<file path="src/rtl/clk_tick_rx.sv">
// clk_tick_rx: turns a slow (~100 Hz) square wave into single-cycle ticks in the
// clk_ht domain, supervises it with a watchdog and divides ticks into game steps.
// Optional feature macro: TICK_BOTH_EDGES_EN (count falling edges as well).
module clk_tick_rx #(
    parameter int unsigned WD_LIMIT = 1100000,
    parameter int unsigned WD_W     = 21
) (
    input  logic       clk_ht,
    input  logic       rst_n,
    input  logic       clk_slow,
    input  logic [7:0] step_div,
    output logic       tick,
    output logic       step,
    output logic       locked,
    output logic       lost
);

    localparam logic [1:0] ST_SEARCH = 2'd0;
    localparam logic [1:0] ST_LOCKED = 2'd1;
    localparam logic [1:0] ST_LOST   = 2'd2;

    localparam logic [WD_W-1:0] WD_MAX = WD_W'(WD_LIMIT);
    localparam logic [WD_W-1:0] WD_ONE = WD_W'(1);

    logic            s1, s2, s3;
    logic            slow_edge;
    logic [1:0]      state, state_nxt;
    logic [WD_W-1:0] wd_cnt, wd_nxt, wd_inc;
    logic [7:0]      step_cnt, step_nxt;
    logic [7:0]      eff_div;
    logic [8:0]      cnt_inc;
    logic            step_fire;

`ifdef TICK_BOTH_EDGES_EN
    assign slow_edge = s2 ^ s3;
`else
    assign slow_edge = s2 & ~s3;
`endif

    assign locked = (state == ST_LOCKED);
    assign lost   = (state == ST_LOST);

    // Next-state logic: FSM, watchdog supervision and step division
    always_comb begin
        state_nxt = state;
        wd_nxt    = wd_cnt;
        step_nxt  = step_cnt;
        step_fire = 1'b0;
        eff_div   = (step_div == 8'd0) ? 8'd1 : step_div;
        cnt_inc   = {1'b0, step_cnt} + 9'd1;
        wd_inc    = wd_cnt + WD_ONE;

        case (state)
            ST_SEARCH: begin
                wd_nxt = '0;
                if (slow_edge) begin
                    state_nxt = ST_LOCKED;
                end
            end
            ST_LOCKED: begin
                if (slow_edge) begin
                    wd_nxt = '0;
                end else if (wd_inc >= WD_MAX) begin
                    state_nxt = ST_LOST;
                    wd_nxt    = WD_MAX;
                    step_nxt  = 8'd0;
                end else begin
                    wd_nxt = wd_inc;
                end
            end
            ST_LOST: begin
                if (slow_edge) begin
                    state_nxt = ST_LOCKED;
                    wd_nxt    = '0;
                end else begin
                    wd_nxt = WD_MAX;
                end
            end
            default: begin
                state_nxt = ST_SEARCH;
                wd_nxt    = '0;
                step_nxt  = 8'd0;
            end
        endcase

        // The >= compare keeps a lowered step_div from stranding the count
        if (slow_edge && (state_nxt == ST_LOCKED)) begin
            if (cnt_inc >= {1'b0, eff_div}) begin
                step_fire = 1'b1;
                step_nxt  = 8'd0;
            end else begin
                step_nxt = cnt_inc[7:0];
            end
        end
    end

    // Synchronizer, state registers and registered pulse outputs
    always_ff @(posedge clk_ht) begin
        if (!rst_n) begin
            s1       <= 1'b0;
            s2       <= 1'b0;
            s3       <= 1'b0;
            state    <= ST_SEARCH;
            wd_cnt   <= '0;
            step_cnt <= 8'd0;
            tick     <= 1'b0;
            step     <= 1'b0;
        end else begin
            s1       <= clk_slow;
            s2       <= s1;
            s3       <= s2;
            state    <= state_nxt;
            wd_cnt   <= wd_nxt;
            step_cnt <= step_nxt;
            tick     <= slow_edge;
            step     <= step_fire;
        end
    end

endmodule
</file>
<file path="config.mk">
export PLATFORM = sky130hd
export DESIGN_NAME = clk_tick_rx
export DESIGN_NICKNAME = d
export VERILOG_FILES = /design/src/rtl/clk_tick_rx.sv
export SDC_FILE = /design/constraint.sdc
export NUM_CORES = 1
export LEC_CHECK = 0
export CAP_MARGIN = 30
export CELL_PAD_IN_SITES_DETAIL_PLACEMENT = 0
export CELL_PAD_IN_SITES_GLOBAL_PLACEMENT = 1
export CORE_MARGIN = 5
export CORE_UTILIZATION = 36
export DETAILED_ROUTE_END_ITERATION = 7
export PLACE_DENSITY_LB_ADDON = 0.25
export SYNTH_ARGS = -nofsm -noshare
export SYNTH_HDL_FRONTEND = slang
export SYNTH_SLANG_ARGS = --single-unit
</file>
<file path="constraint.sdc">
create_clock -name clk_ht -period 2.7 [get_ports clk_ht]
set_clock_uncertainty 0.1 [all_clocks]
set_input_delay 0.405 -clock clk_ht [delete_from_list [all_inputs] [get_ports clk_ht]]
set_output_delay 0.405 -clock clk_ht [all_outputs]
set_load 0.03 [all_outputs]
</file>
==> results of run 1 <==
[cell families (layout without fill, tap and decap cells)]
| logic type | Yosys count | count (layout) | synth area share [%] |
|---|---|---|---|
| AO/OA/AOI/OAI | 50 | 50 | 16.1 |
| AND/OR/NAND/NOR | 123 | 123 | 30.4 |
| buffers and inverters | 23 | 62 | 4.27 |
| flip-flops | 36 | 36 | 31.5 |
| adder cells (fa/ha/maj) | 14 | 14 | 7.67 |
| multiplexers | 3 | 3 | 1.59 |
| XOR/XNOR | 21 | 21 | 8.38 |
[worst max-delay path: stages (launching register included)]
cell and delay (ns):
dfxtp_4 0.37, ha_2 0.19, nand3_1 0.12, buf_4 0.16
or3_4 0.37, nand2_1 0.09, ha_1 0.25, a21o_1 0.16
a21oi_1 0.14, o211a_1 0.22, nand2b_4 0.08, inv_1 0.10
mux2_4 0.15
[cell type report]
type / count / area, um^2
clock buffer: 7 / 86.3
clock inverter: 1 / 7.51
fill: 650 / 3450
inverter: 15 / 56.3
multi-input combinational: 211 / 1500
sequential: 36 / 737
tap: 77 / 96.3
timing repair buffer: 39 / 340
[per-stage QoR]
stage               std cells  hold WS, ns
finish                    386        0.337
global route              386        0.376
CTS                       386        0.339
detailed placement        378        0.319
global placement          378        0.316
floorplan                 270        0.312
[power by group through the flow]
| stage | combinational, uW | sequential (uW) | clock, uW |
|---|---|---|---|
| after global placement | 67.5 | 550 | 0 |
| after CTS | 68.7 | 537 | 429 |
| after global routing | 76.5 | 538 | 449 |
| after floorplan | 35.8 | 550 | 0 |
| after detailed placement | 68.2 | 550 | 0 |
| final | 68.5 | 537 | 411 |
[Yosys cell counts, types with 2 or more instances]
cell type	number	area (um^2)
nor4_1	3	18.8
xor2_1	10	87.6
and4_1	4	35.0
a22o_1	2	17.5
nand4_1	4	25.0
a21oi_1	14	70.1
and2_1	5	31.3
dfxtp_1	36	721
o21ai_0	7	35.0
nor2b_1	5	31.3
nor3b_1	2	15.0
nor2_1	27	101
xnor2_1	10	87.6
nand3_1	13	65.1
a21o_1	3	22.5
nor3_1	4	20.0
o211ai_1	2	15.0
or3_1	9	56.3
nor3_2	2	20.0
a2111oi_0	2	17.5
nand2b_1	4	25.0
a21o_2	3	26.3
and3_1	4	25.0
inv_1	15	56.3
or2_2	3	18.8
ha_1	14	175
nand2_1	25	93.8
buf_2	6	30.0
o21a_1	3	22.5
[layer usage]
metal	wire length (um)	vias up	GRT usage [%]	share of wire, %
li1	-	1025	-	-
met1	2470	912	17.8	50
met2	2200	16	21.5	45
met3	151	7	2.28	3.1
met4	82	0	4.87	1.7
met5	0	-	0	0
[flip-flops by register name, summed over array words and instances, names as in the netlist]
signal / flops
s2: 1
tick: 1
s1: 1
s3: 1
step_cnt: 8
step: 1
state: 2
wd_cnt: 21
[worst paths after layout]
path                              endpoint  slack (ns)  cells after the start
hold / removal               s2$_SDFF_PN0_        0.34                      1
hold reg to reg              s2$_SDFF_PN0_        0.34                      1
setup reg to reg  step_cnt[0]$_SDFFE_PN0P_        0.14                     12
setup / recovery  step_cnt[0]$_SDFFE_PN0P_        0.14                     12
==> metrics.txt, run 1 <==
gr ovfl total 0; Net Sw Frac 23.5%; IO buf count 14; vias per std cell 5.08; critical path fanouts, max 5; num ports 15; initial cell density of the core 36.4%; final hold violations 0; CTS clk-pin slew, worst paths 0.08 ns; Post-Syn Instances 270; Slew headroom 65.8%; register share of total power 52.8%; flops & latches, synth 36; worst r2r src step_cnt[0]$_SDFFE_PN0P_; number of global-route vias before repair 1905; # rows 29; chip height 89.7 um; sequential fraction of the synthesis area 31.5%; Final WS setup 0.145 ns; status finished clean; CTS tree built; drt drc 0; Mapped Area 2280 um^2; layout cell share with drive strength beyond 1 22.3%; Synth warnings 0; Area growth syn-to-layout 23.6%; crit start category flop; post-CTS sizing 0; crit path time final 2.56 ns; fmax 391 MHz; CP Data Required Time 2.83 ns; initial antenna violation count 0; Post-DRT Antenna Nets 0; Critical Path Sink Type flop; Final #Nets 333; peak supply drop 0.000220 V; Avg WL per Cell 12.7 um; Total Routing Usage GR 13.3%; WP data arrival 2.69 ns; critical path startpoint step_cnt[0]$_SDFFE_PN0P_; TNS Setup 0 ns; via count 1960; most frequent cells in the layout nor2_1 (27), nand2_1 (25), dfxtp_1 (25); Num CTS Buffers 5; die outline area 8040 um^2; first-pass GRT wire length 8380 um; HP Start s1$_SDFF_PN0_; # hold bufs at CTS 0; dpl cell area 2680 um^2; Die Span X 89.7 um; internal power 778 uW; max_cap viols 0; Setup Fix Bufs, Post-CTS 0; Post-synth EDFFs 0; total power 1020 uW; ANT cells 0; Post-Syn Nets 295; Yosys cell types 58; Longest Clk Path Bufs 2; Final Max Tran Viols 0; CTS root buf clkbuf_8; drt pass-1 iters 5; Core Footprint 6280 um^2; Synth Flop Type dfxtp_1; Least-Margin Pin Slew 0.509 ns; async set-reset flop share out of synthesis 0%; kind of critical path flop to flop; commonest non-fill, non-tap cell in the layout nor2_1; Clock Latency Late Sink 0.29 ns; post-route cell area 2820 um^2; Min-Delay Path Class flop to flop; Avg Inst Size Synth 8.46 um^2; pin count of the biggest net entering global routing 13; Comb power frac 6.7%; DP Wirelength 3750 um; GP Congestion 0.809; pre-CTS setup slack -0.261 ns; # setup viols final 0; DRT iter0 DRCs 70; Clk pwr share 40.4%; fin crit share 94.6%; Core Util, Final 45.0%; H-tree depth 2; PD cells 360 nW/um^2; Switching Power 239 uW; CTS Sinks 36; total wire length 4900 um; Leakage 0.00116 uW
Power figures use the tool's default switching activity.
==> run 2: changes to the inputs <==
--- a/config.mk
+++ b/config.mk
@@ -12,6 +12,7 @@
 export CORE_UTILIZATION = 36
 export DETAILED_ROUTE_END_ITERATION = 7
 export PLACE_DENSITY_LB_ADDON = 0.25
+export SLEW_MARGIN = 15
 export SYNTH_ARGS = -nofsm -noshare
 export SYNTH_HDL_FRONTEND = slang
 export SYNTH_SLANG_ARGS = --single-unit
==> results of run 2 <==
The final DEF is identical to that of run 1; final timing and power are the same.
